### src/rtl/attn_pkg.sv
// attn_pkg: shared constants and FSM state type for the attention feed path.
package attn_pkg;

    localparam int unsigned DATA_W      = 16;
    localparam int unsigned SEQ_LEN     = 30;
    localparam int unsigned STEP_W      = 5;
    localparam int unsigned BLOCK_SEL_W = 3;

    typedef enum logic [2:0] {
        ST_IDLE     = 3'd0,
        ST_STREAM   = 3'd1,
        ST_GAP      = 3'd2,
        ST_WAIT_RSP = 3'd3,
        ST_DONE     = 3'd4
    } attn_state_e;

endpackage

### src/rtl/attn_seq_buf.sv
// attn_seq_buf: DEPTH x DW register file, one write port, one registered
// read port; the whole array and the read register clear on reset.
module attn_seq_buf
    import attn_pkg::*;
#(
    parameter int unsigned DEPTH = SEQ_LEN,
    parameter int unsigned DW    = DATA_W,
    parameter int unsigned AW    = STEP_W
) (
    input  logic          clk,
    input  logic          rst,
    input  logic          wr_en,
    input  logic [AW-1:0] wr_addr,
    input  logic [DW-1:0] wr_data,
    input  logic          rd_en,
    input  logic [AW-1:0] rd_addr,
    output logic [DW-1:0] rd_data
);

    logic [DW-1:0] mem [DEPTH];

    // Storage array: cleared on reset, written on in-range write strobes.
    always_ff @(posedge clk or posedge rst) begin
        if (rst) begin
            for (int unsigned i = 0; i < DEPTH; i++) begin
                mem[i] <= '0;
            end
        end else if (wr_en && (32'(wr_addr) < DEPTH)) begin
            mem[wr_addr] <= wr_data;
        end
    end

    // Registered read: the output holds its last word while rd_en is low.
    always_ff @(posedge clk or posedge rst) begin
        if (rst) begin
            rd_data <= '0;
        end else if (rd_en && (32'(rd_addr) < DEPTH)) begin
            rd_data <= mem[rd_addr];
        end
    end

endmodule

### src/rtl/attn_seq_feeder.sv
// attn_seq_feeder: buffers one SEQ_LEN-step sequence written by the host,
// streams it word by word to the attention block with a held block_sel,
// then waits for the block's completion pulse and reports done.
// Optional feature macro ATTN_FEED_TIMEOUT_EN: builds a WAIT_RSP timeout
// that sets the sticky err flag and returns to IDLE without done.
module attn_seq_feeder
    import attn_pkg::*;
#(
    parameter int unsigned GAP = 0
`ifdef ATTN_FEED_TIMEOUT_EN
    ,
    parameter int unsigned TIMEOUT_CYC = 4096
`endif
) (
    input  logic                   clk,
    input  logic                   rst,
    input  logic                   wr_en,
    input  logic [STEP_W-1:0]      wr_addr,
    input  logic [DATA_W-1:0]      wr_data,
    input  logic                   start,
    input  logic [BLOCK_SEL_W-1:0] block_sel_in,
    input  logic                   attn_done,
    output logic                   ready,
    output logic                   busy,
    output logic [DATA_W-1:0]      data_out,
    output logic                   data_out_valid,
    output logic [BLOCK_SEL_W-1:0] block_sel,
    output logic [STEP_W-1:0]      step,
    output logic                   done,
    output logic                   err
);

    localparam int unsigned       GAP_CW   = (GAP > 1) ? $clog2(GAP + 1) : 1;
    localparam logic [GAP_CW-1:0] GAP_LAST = (GAP > 0) ? GAP_CW'(GAP - 1) : '0;
    localparam logic [STEP_W-1:0] LAST_IDX = STEP_W'(SEQ_LEN - 1);

    attn_state_e       state;
    logic [STEP_W-1:0] idx;
    logic [GAP_CW-1:0] gap_cnt;
    logic              buf_we;
    logic              buf_re;

`ifdef ATTN_FEED_TIMEOUT_EN
    localparam int unsigned     TO_W    = $clog2(TIMEOUT_CYC + 1);
    localparam logic [TO_W-1:0] TO_LAST = TO_W'(TIMEOUT_CYC - 1);
    logic [TO_W-1:0] to_cnt;
`else
    assign err = 1'b0;
`endif

    // Host writes land only while idle; the start cycle still counts as idle,
    // so a write issued with start is committed before the first read.
    assign buf_we = wr_en && (state == ST_IDLE) && (32'(wr_addr) < SEQ_LEN);
    assign buf_re = (state == ST_STREAM);

    // The buffer's registered read port is data_out itself, so the word
    // holds through GAP and WAIT_RSP without an extra register.
    attn_seq_buf #(
        .DEPTH (SEQ_LEN),
        .DW    (DATA_W),
        .AW    (STEP_W)
    ) u_buf (
        .clk     (clk),
        .rst     (rst),
        .wr_en   (buf_we),
        .wr_addr (wr_addr),
        .wr_data (wr_data),
        .rd_en   (buf_re),
        .rd_addr (idx),
        .rd_data (data_out)
    );

    // Sequencer FSM with registered status and stream-control outputs.
    always_ff @(posedge clk or posedge rst) begin
        if (rst) begin
            state          <= ST_IDLE;
            idx            <= '0;
            gap_cnt        <= '0;
            ready          <= 1'b1;
            busy           <= 1'b0;
            data_out_valid <= 1'b0;
            block_sel      <= '0;
            step           <= '0;
            done           <= 1'b0;
`ifdef ATTN_FEED_TIMEOUT_EN
            to_cnt         <= '0;
            err            <= 1'b0;
`endif
        end else begin
            data_out_valid <= 1'b0;
            done           <= 1'b0;
            case (state)
                ST_IDLE: begin
                    if (start) begin
                        block_sel <= block_sel_in;
                        idx       <= '0;
                        ready     <= 1'b0;
                        busy      <= 1'b1;
                        state     <= ST_STREAM;
                    end
                end
                ST_STREAM: begin
                    step           <= idx;
                    data_out_valid <= 1'b1;
                    if (idx == LAST_IDX) begin
`ifdef ATTN_FEED_TIMEOUT_EN
                        to_cnt <= '0;
`endif
                        state  <= ST_WAIT_RSP;
                    end else if (GAP > 0) begin
                        gap_cnt <= '0;
                        state   <= ST_GAP;
                    end else begin
                        idx <= idx + 1'b1;
                    end
                end
                ST_GAP: begin
                    if (gap_cnt == GAP_LAST) begin
                        idx   <= idx + 1'b1;
                        state <= ST_STREAM;
                    end else begin
                        gap_cnt <= gap_cnt + 1'b1;
                    end
                end
                ST_WAIT_RSP: begin
                    if (attn_done) begin
                        done  <= 1'b1;
                        state <= ST_DONE;
                    end
`ifdef ATTN_FEED_TIMEOUT_EN
                    else if (to_cnt == TO_LAST) begin
                        err   <= 1'b1;
                        ready <= 1'b1;
                        busy  <= 1'b0;
                        state <= ST_IDLE;
                    end else begin
                        to_cnt <= to_cnt + 1'b1;
                    end
`endif
                end
                ST_DONE: begin
                    ready <= 1'b1;
                    busy  <= 1'b0;
                    state <= ST_IDLE;
                end
                default: begin
                    ready <= 1'b1;
                    busy  <= 1'b0;
                    state <= ST_IDLE;
                end
            endcase
        end
    end

endmodule

### config.mk
export PLATFORM = sky130hd
export DESIGN_NAME = attn_seq_feeder
export DESIGN_NICKNAME = d
export VERILOG_FILES = /design/src/rtl/attn_pkg.sv /design/src/rtl/attn_seq_buf.sv /design/src/rtl/attn_seq_feeder.sv
export SDC_FILE = /design/constraint.sdc
export NUM_CORES = 1
export LEC_CHECK = 0
export ABC_AREA = 0
export BUFFER_PORTS_ARGS = -buffer_cell sky130_fd_sc_hd__buf_2
export CORE_AREA = 4 4 212 214
export CTS_CLUSTER_SIZE = 10
export DETAILED_ROUTE_END_ITERATION = 12
export DIE_AREA = 0 0 216 218
export GPL_ROUTABILITY_DRIVEN = 0
export PLACE_DENSITY = 0.71
export SETUP_SLACK_MARGIN = 0.4
export SYNTH_ARGS = -nofsm -noshare
export SYNTH_HDL_FRONTEND = slang
export SYNTH_HIERARCHICAL = 1
export SYNTH_SLANG_ARGS = --single-unit
### constraint.sdc
create_clock -name clk -period 20.4 [get_ports clk]
set_input_delay 2.04 -clock clk [delete_from_list [all_inputs] [get_ports clk]]
set_output_delay 2.04 -clock clk [all_outputs]
set_load 0.01 [all_outputs]
Word level (Yosys, flattened, before mapping)
Index checks and enable logic that the tools add are counted.

storage, ports and cells
  RAM bits = 0
  latch bits = 0
  output and inout bits = 29
  memories kept = 0
  register bits after elaboration = 517
  logic and storage cells = 94
  memory bits (read-only) = 0
  input bits = 29

operators by class
  equal/unequal tests = 9
  bitwise operators = 3
  mux-type cells = 23
  add/subtract/negate cells = 2
  shift-type cells = 0
  divide/modulo/power cells = 0
  multiply operators = 0
  reductions and logical operators = 12
  order comparisons = 5

operator list
  kind                                                                   count
  480-bit bitwise mux                                                    1
  16-bit binary-select mux with 5-bit select                             1
  16-bit demux with 5-bit select                                         1
  16-bit 2-to-1 mux                                                      3
  5-bit 2-to-1 mux                                                       3
  5-bit one-hot mux with 3 select lines                                  1
  6-bit >= comparator (second input constant)                            2
  3-bit 2-to-1 mux                                                       4
  5-bit inverter with 6-bit output                                       2
  3-bit one-hot mux with 4 select lines                                  1
  5-bit < comparator (second input constant)                             2
  2-bit inequality test (second input constant)                          5
  4-bit AND reduction                                                    2
  3-bit by 2-bit == test with 1-bit output (second input constant)       2
  6-bit by 1-bit < comparator with 1-bit output (second input constant)  1
  1-bit 2-to-1 mux                                                       6
  5-bit by 1-bit adder with 5-bit output (second input constant)         1
  5-bit == test (second input constant)                                  1
  1-bit logical AND                                                      5
  1-bit one-hot mux with 2 select lines                                  2
  2-bit AND reduction                                                    2
  3-bit by 1-bit == test with 1-bit output (second input constant)       1
  3-bit zero test                                                        1
  3-bit nonzero test                                                     1
  3 further kinds                                                        3

Depth between registers and ports, before layout
Gate-level depths: netlist of the first run.

  depth after elaboration = 6
  mapped depth = 9

By module
The synthesis of the first run kept the hierarchy.

modules (own cells, without submodules)
  module           cells an instance  sequential area each (um2)  times used  area each (um2)
  attn_seq_buf     1457               12411.9                     1           22516.6
  attn_seq_feeder  90                 501.7                       1           984.7

Least setup slack after synthesis of the first run
OpenSTA, ideal clock, no wires.

  path type = input -> register
  start = input port wr_en
  end = register u_buf/mem[352] (netlist name)
  stages = 8
  setup time = 0.125 ns
  path slack = 16.558 ns
  arrival time = 3.718 ns
  path through = nand2_1 -> a41oi_1 -> nand2b_1 -> nor3b_2 -> nor2b_1 -> buf_2 -> buf_2 -> mux2_2

on the way
  cells in the longest elaborated chain, start to end = 3

RTL lines
  item                             RTL line               RTL
  from (decl)                      attn_seq_feeder.sv:17  input logic wr_en,
  1-bit logical AND (2 in a row)   attn_seq_feeder.sv:53  assign buf_we = wr_en && (state == ST_IDLE) && (32'(wr_addr) < SEQ_LEN);
  net buf_we                       attn_seq_feeder.sv:40  logic buf_we;
  1-bit logical AND                attn_seq_buf.sv:28     end else if (wr_en && (32'(wr_addr) < DEPTH)) begin
  to (signal, indexed assignment)  attn_seq_buf.sv:29     mem[wr_addr] <= wr_data;
  to (decl)                        attn_seq_buf.sv:20     logic [DW-1:0] mem [DEPTH];

The timed path passes the listed nets, and every way through them passes these cells.
A chain may end at the register's enable or synchronous reset.

==> impl_results.md, run 1 <==
- Status: finished clean
- Compound-Gate Fraction of Synth Area: 0.03040
- Largest net degree at the start of global routing: 139
- Antenna violations before repair: 0
- Fmax: 0.2332 GHz
- Comb power frac: 0.231
- Max-cap violations: 0
- Final Hold Slack: 0.4855 ns
- Gr usage total: 0.2303
- Residual DRC: 0
- Die Ht: 218 µm
- NetSw: 836.3 µW
- Critical Path Start Type: input pin
- First-pass GRT wire length: 84280 µm
- CP required: 20.96 ns
- Post-synthesis mux area share: 0.3638
- Total CTS buffers: 58
- Min Tclk post-route: 4.289 ns
- Synth top area share: 0.5484
- Hpwl dp: 31320 µm
- Post-synthesis share of cell area spent on xor and xnor gates: 0
- Post-route design area: 25700 µm²
- Post-Synth Adder-Cell Area: 0.001065
- Unrepaired setup endpoints after global routing: false
- Async SR Flop Fraction: 1.000
- Crit path kind: in -> async
- Vias: 13190
- P per Cell Area: 106.6 nW/µm²
- CTS Hold Bufs: 0
- Unique masters post-synth: 51
- Clk slew on worst S/H paths: 0.06 ns
- H-tree depth: 2
- Routed WL: 53080 µm
- Cell internal pwr: 1.903 mW
- Register bit total from synthesis: 516
- Placed Area: 24140 µm²
- Drt wl/cell: 24.68 µm
- CP Capture Type: asynchronous set/reset pin
- Post-Synth Simple-Gate Area: 0.02657
- Final setup fails: 0
- Syn-to-layout area delta: 9.354%
- CTS tree: done
- Max Slew Vio Count: 0
- Cell count of the worst reg-to-reg path: 6
- Final period util: 0.2102
- Overflow left after global routing: 0
- FP Rows: 76
- Post-Syn Area: 23500 µm²
- Nets: 1580
- CP Max Fanout: 138
- Syn Area/Cell: 15.19 µm²
- Sink Count: 516
- Hold path start: busy
- Leading cell type in the layout, fill and taps excluded: mux2_2
- Worst-Margin Slew: 1.116 ns
- Peak VDD IR: 0.1138 mV
- Port Buffers: 56
- Reg-to-Reg End: u_buf/rd_data[5]
- Fin cells: 2151
- Share of cells above drive strength 1: 0.5140
- # diodes: 0
- Die Wd: 216 µm
- Post-CTS Setup Inserts: 0
- Root Driver: clkbuf_16
- Routed Antenna Nets: 0
- CTS resizes: 0
- Commonest cells after routing, fill and taps aside: mux2_2 (533), dfrtp_1 (512), mux4_2 (96), nand2_1 (64), clkbuf_16 (58)
- Main synth FF type: dfrtp_1
- Core Region: 42890 µm²
- Setup TNS: 0 ns
- Skew final: 0.01087 ns
- Sw Share: 0.3053
- Final hold vios: 0
- Clk network pwr share: 0.327
- Starting DRC count in detailed routing: 743
- Ranking of synthesized cells by area: dfrtp_1 (55%), mux2_2 (26%), mux4_2 (9.2%)
- Vias/cell: 6.132
- Vias in the first global route: 14200
- Final Core Density: 0.5993
- Reg2reg start: idx[0]
- Dpl cells: 2074
- Die Area: 47090 µm²
- Pleak: 12.53 nW
- Yosys warns: 6
- Slew headroom: 0.2543
- Starting Density: 0.5480
- Synth area leader: dfrtp_1
- Crit path arrival time: 4.85 ns
- Gate count of the mapped netlist: 1547
- Clock Tree Buf Depth: 3
- Main combinational cell family by area after synthesis: multiplexers
- IO Count: 58
- Mapped Nets: 1578
- Post-synth EDFFs: 0
- Drt pass-1 iters: 4
- Hold Path Class: reg -> reg
- Register share of total power: 0.443
- Sequential-to-total area share from yosys stat: 0.5495
- FF-to-FF setup slack: 16.81 ns
- Hold-critical path endpoint: busy
- Hold Path Depth: 1
- Clk Latency, worst-skew pair: 0.60 ns
[worst max-delay path, stage by stage]
cell and delay (ns):
buf_2 0.14, inv_8 0.60, buf_4 0.94, buf_4 0.98
[routing by layer]
layer / track usage / routed length (µm) / up-vias
met1: 0.3244 / 23780 / 7129
met4: 0.05291 / 931 / 0
met2: 0.3756 / 25630 / 276
met3: 0.04696 / 2742 / 83
met5: 0 / 0 / -
li1: - / - / 5703
[registers in the layout (all words and copies together), names as in the netlist]
register and count:
data_out_valid 1, u_buf/mem 480, ready 1, u_buf/rd_data 16
idx 5, done 1, state 3, block_sel 3
step 5, busy 1
[cell usage after synthesis (all sizes together) (7+ instances only)]
master / n
mux4: 96
o211a: 16
clkbuf: 69
nand2: 68
nor2: 22
a221oi: 16
buf: 75
dfrtp: 515
o2111ai: 16
mux2i: 33
o211ai: 16
mux2: 537
nor3: 7
[cells by family after synthesis]
group	after synthesis
mux	666
flops	516
buf+inv	149
simple gates	128
compound gates	85
fa+ha+maj	2
other cells	1
[metrics by stage]
step	power, mW	worst slack [ns]
after floorplan	1.666	4.514
after global placement	1.856	15.38
after detailed placement	1.870	15.27
after CTS	2.771	15.91
after global routing	2.867	15.52
final	2.740	16.11
[final cells by class]
cell class                 count  area [µm²]
tap                          585       732.0
multi-input combinational    882        9951
sequential                   516       12920
timing repair buffer          86       505.5
fill                        3306       17190
clock inverter                 5       46.29
clock buffer                  72        1514
inverter                       5       26.28
[power groups by stage]
| stage | sequential [mW] | combinational (mW) | clock, mW |
|---|---|---|---|
| 6_report | 1.21 | 0.632 | 0.895 |
| 5_1_grt | 1.23 | 0.676 | 0.963 |
| 3_3_place_gp | 1.23 | 0.629 | 0 |
| 2_1_floorplan | 1.18 | 0.490 | 0 |
| 3_5_place_dp | 1.23 | 0.639 | 0 |
| 4_1_cts | 1.21 | 0.639 | 0.917 |
[worst max-delay path by stage]
stage	start	end	slack [ns]	depth (start not counted)
2_1_floorplan	rst	u_buf/mem[0]	4.51	1
3_3_place_gp	rst	u_buf/mem[376]	15.38	4
3_5_place_dp	rst	u_buf/mem[376]	15.27	4
4_1_cts	rst	u_buf/mem[467]	15.91	4
5_1_grt	rst	u_buf/mem[435]	15.52	4
6_report	rst	u_buf/mem[406]	16.11	4
Power figures use the tool's default switching activity.
==> inputs of run 2 (changes only) <==
- PLACE_DENSITY: 0.71 -> 0.74
- clock period: 20.4 -> 3.7 ns (I/O delays scaled with it)
==> run 2 against run 1 <==
Routed wire length increased by 2.0%. Cell count grew 0.56%. Global-route usage is 0.36 points higher. Combinational power rose to 5.8 times the previous value. Sequential power grew to 5.6 times the previous value. Register-to-register slack got worse by 16 ns. Critical path depth up 3. Highest routed layer is now met5. Flip-flop and latch count did not move. Critical endpoint is now u_buf/mem[322]. Design area rose by 0.95%. Sequential share of layout area is 0.48 points lower.
==> impl_results.md, run 2 (synthesis gave the netlist of run 1 again) <==
- CP Capture Type: register (was asynchronous set/reset pin)
- CTS tree: done (unchanged)
- Share of cells above drive strength 1: 0.5196 (was 0.5140)
- Gr usage total: 0.2340 (was 0.2303)
- Sequential cell area: 12920 µm² (unchanged)
- IO Count: 58 (unchanged)
- Peak VDD IR: 0.5674 mV (was 0.1138 mV)
- Worst-Margin Slew: 1.156 ns (was 1.116 ns)
- CP max stage cell: nand2_1 (was buf_4)
- Delay of the slowest critical-path stage: 0.56 ns (was 0.98 ns)
- Cell mode on critical path: nand2_1 (was buf_4)
- Worst slack, placed: 0.5261 ns (was 15.27 ns)
- CP Max Fanout: 16 (was 138)
- CP bufs+invs: 0 (was 4)
- Crit path arrival time: 3.74 ns (was 4.85 ns)
- Starting Density: 0.5480 (unchanged)
- P per Cell Area: 588.4 nW/µm² (was 106.6 nW/µm²)
- Cell count of the worst reg-to-reg path: 7 (was 6)
- Leading cell type in the layout, fill and taps excluded: mux2_2 (unchanged)
- Sink Count: 516 (unchanged)
- Area of the multi-input gates: 9951 µm² (unchanged)
- Min Tclk post-route: 3.266 ns
- Min setup slack post-route: 0.4342 ns (was 16.11 ns)
- Antenna violations before repair: 2 (was 0)
- Status: finished clean (unchanged)
- Routed WL: 54140 µm (was 53080 µm)
- Clk slew on worst S/H paths: 0.06 ns (about the same)
- Critical Path Start Type: register (was input pin)
- First-pass GRT wire length: 85280 µm (was 84280 µm)
- Unrepaired setup endpoints after global routing: true (was false)
- Most flop-heavy register: u_buf/mem (unchanged)
- Syn-to-layout area delta: 10.40% (was 9.354%)
- Drt wl/cell: 25.03 µm (was 24.68 µm)
- Setup TNS: 0 ns (unchanged)
- Placed Area: 24390 µm² (was 24140 µm²)
- Largest net degree at the start of global routing: 103 (was 139)
- Core Region: 42890 µm² (unchanged)
- Slew headroom: 0.2296 (was 0.2543)
- Post-route design area: 25940 µm² (was 25700 µm²)
- Final setup fails: 0 (unchanged)
- Crit path kind: reg -> reg (was in -> async)
- Port Buffers: 56 (unchanged)
- FF-to-FF setup slack: 0.43 ns (was 16.81 ns)
- Drt pass-1 iters: 5 (was 4)
- Die Ht: 218 µm (unchanged)
- Root Driver: clkbuf_16 (unchanged)
- Reg-to-Reg End: u_buf/mem[322] (was u_buf/rd_data[5])
- Final Hold Slack: 0.2145 ns (was 0.4855 ns)
- WP depth: 7 (was 4)
- Max-cap violations: 0 (unchanged)
- Final period util: 0.8827
- Starting DRC count in detailed routing: 874 (was 743)
- Residual DRC: 0 (unchanged)
- Hpwl dp: 33450 µm (was 31320 µm)
- Commonest cells after routing, fill and taps aside: mux2_2 (533), dfrtp_1 (512), mux4_2 (96), nand2_1 (62), clkbuf_16 (59) (was mux2_2 (533), dfrtp_1 (512), mux4_2 (96), nand2_1 (64), clkbuf_16 (58))
- H-tree depth: 2 (unchanged)
- Clock Tree Buf Depth: 3 (unchanged)
- Overflow left after global routing: 0 (unchanged)
- Fillers: 3204 (was 3306)
- Vias in the first global route: 14290 (was 14200)
- Routed Antenna Nets: 0 (unchanged)
- # diodes: 0 (unchanged)
- Max reg flops: 480 (unchanged)
- FP Rows: 76 (unchanged)
- Die Area: 47090 µm² (unchanged)
- Max Slew Vio Count: 0 (unchanged)
- Final Core Density: 0.6050 (was 0.5993)
- Nets: 1603 (was 1580)
- Pleak: 12.66 nW (was 12.53 nW)
- Hold path start: start (was busy)
- Vias/cell: 6.180 (was 6.132)
- Hold-critical path endpoint: idx[3] (was busy)
- Fmax: 0.3062 GHz
- Vias: 13370 (was 13190)
- Final hold vios: 0 (unchanged)
- Hold Path Class: in -> reg (was reg -> reg)
- CP cell instances: nor3_1 -> nand2_1 -> a41oi_1 -> nand2b_1 -> nor3b_2 -> nand2_1 -> mux2_2 (was buf_2 -> inv_8 -> buf_4 -> buf_4)
- Total CTS buffers: 57 (was 58)
- CP required: 4.17 ns (was 20.96 ns)
- Largest regs: u_buf/mem x480, u_buf/rd_data x16 (unchanged)
- Post-CTS Setup Inserts: 0 (unchanged)
- Clk Latency, worst-skew pair: 0.60 ns (about the same)
- Reg2reg start: state[0] (was idx[0])
- Hold Path Depth: 3 (was 1)
- CP delay by family, top: simple AND/OR/NAND/NOR gates (was buffers and inverters)
- Die Wd: 216 µm (unchanged)
- Skew final: 0.01149 ns (was 0.01087 ns)
run 2: cell count changes in the layout (fill, tap and decap cells not counted), moves of 2 or more:
cell	before	now
dlygate4sd3_1	0	5
clkbuf_1	13	5
buf_4	30	40
nor2_1	17	19
nand2_2	4	6
nor2_2	4	2
nand2_1	64	62
buf_12	0	9
run 2: repair_timing:
action,in CTS,in global routing
endpoints found under the hold margin,48,0
endpoints found under the setup margin,0,72
hold buffers,5,0
resized for setup,0,2
run 2: power breakdown:
part           switching [mW]  internal [mW]
Combinational            1.99           1.68
Clock                    2.08           2.79
Sequential              0.598           6.13
Total                    4.67           10.6
run 2: cell type report:
class | count | share of cell area
Tap cell | 585 | 0.02821
Multi-Input combinational cell | 882 | 0.3835
Clock buffer | 64 | 0.05763
Sequential cell | 516 | 0.4982
Inverter | 5 | 0.0008681
Clock inverter | 1 | 0.0003376
Timing Repair Buffer | 110 | 0.03125
run 2: worst max path at each step:
stage	slack [ns]	to	startpoint
final	0.43	u_buf/mem[322]	state[0]
after floorplan	-3.40	u_buf/mem[0]	rst
after global placement	0.67	u_buf/mem[304]	state[0]
after detailed placement	0.53	u_buf/mem[309]	state[0]
after CTS	0.52	u_buf/mem[312]	state[0]
after global routing	0.27	u_buf/mem[322]	state[0]
run 2: stage by stage:
step / instances / total power, mW
floorplan: 1547 / 9.190
global placement: 2093 / 10.40
detailed placement: 2093 / 10.49
CTS: 2163 / 15.40
global route: 2163 / 15.95
finish: 2163 / 15.26
run 2: worst min-delay path, stage by stage:
cell and delay, ns:
buf_2 0.11, o31ai_2 0.12, o22a_1 0.17
run 2: metal layers:
metal / track usage / routed length, µm / vias to the layer above
li1: - / - / 5743
met1: 0.3356 / 24090 / 7171
met2: 0.3727 / 25750 / 363
met3: 0.04417 / 2971 / 88
met4: 0.06358 / 1316 / 2
met5: 0 / 11 / -
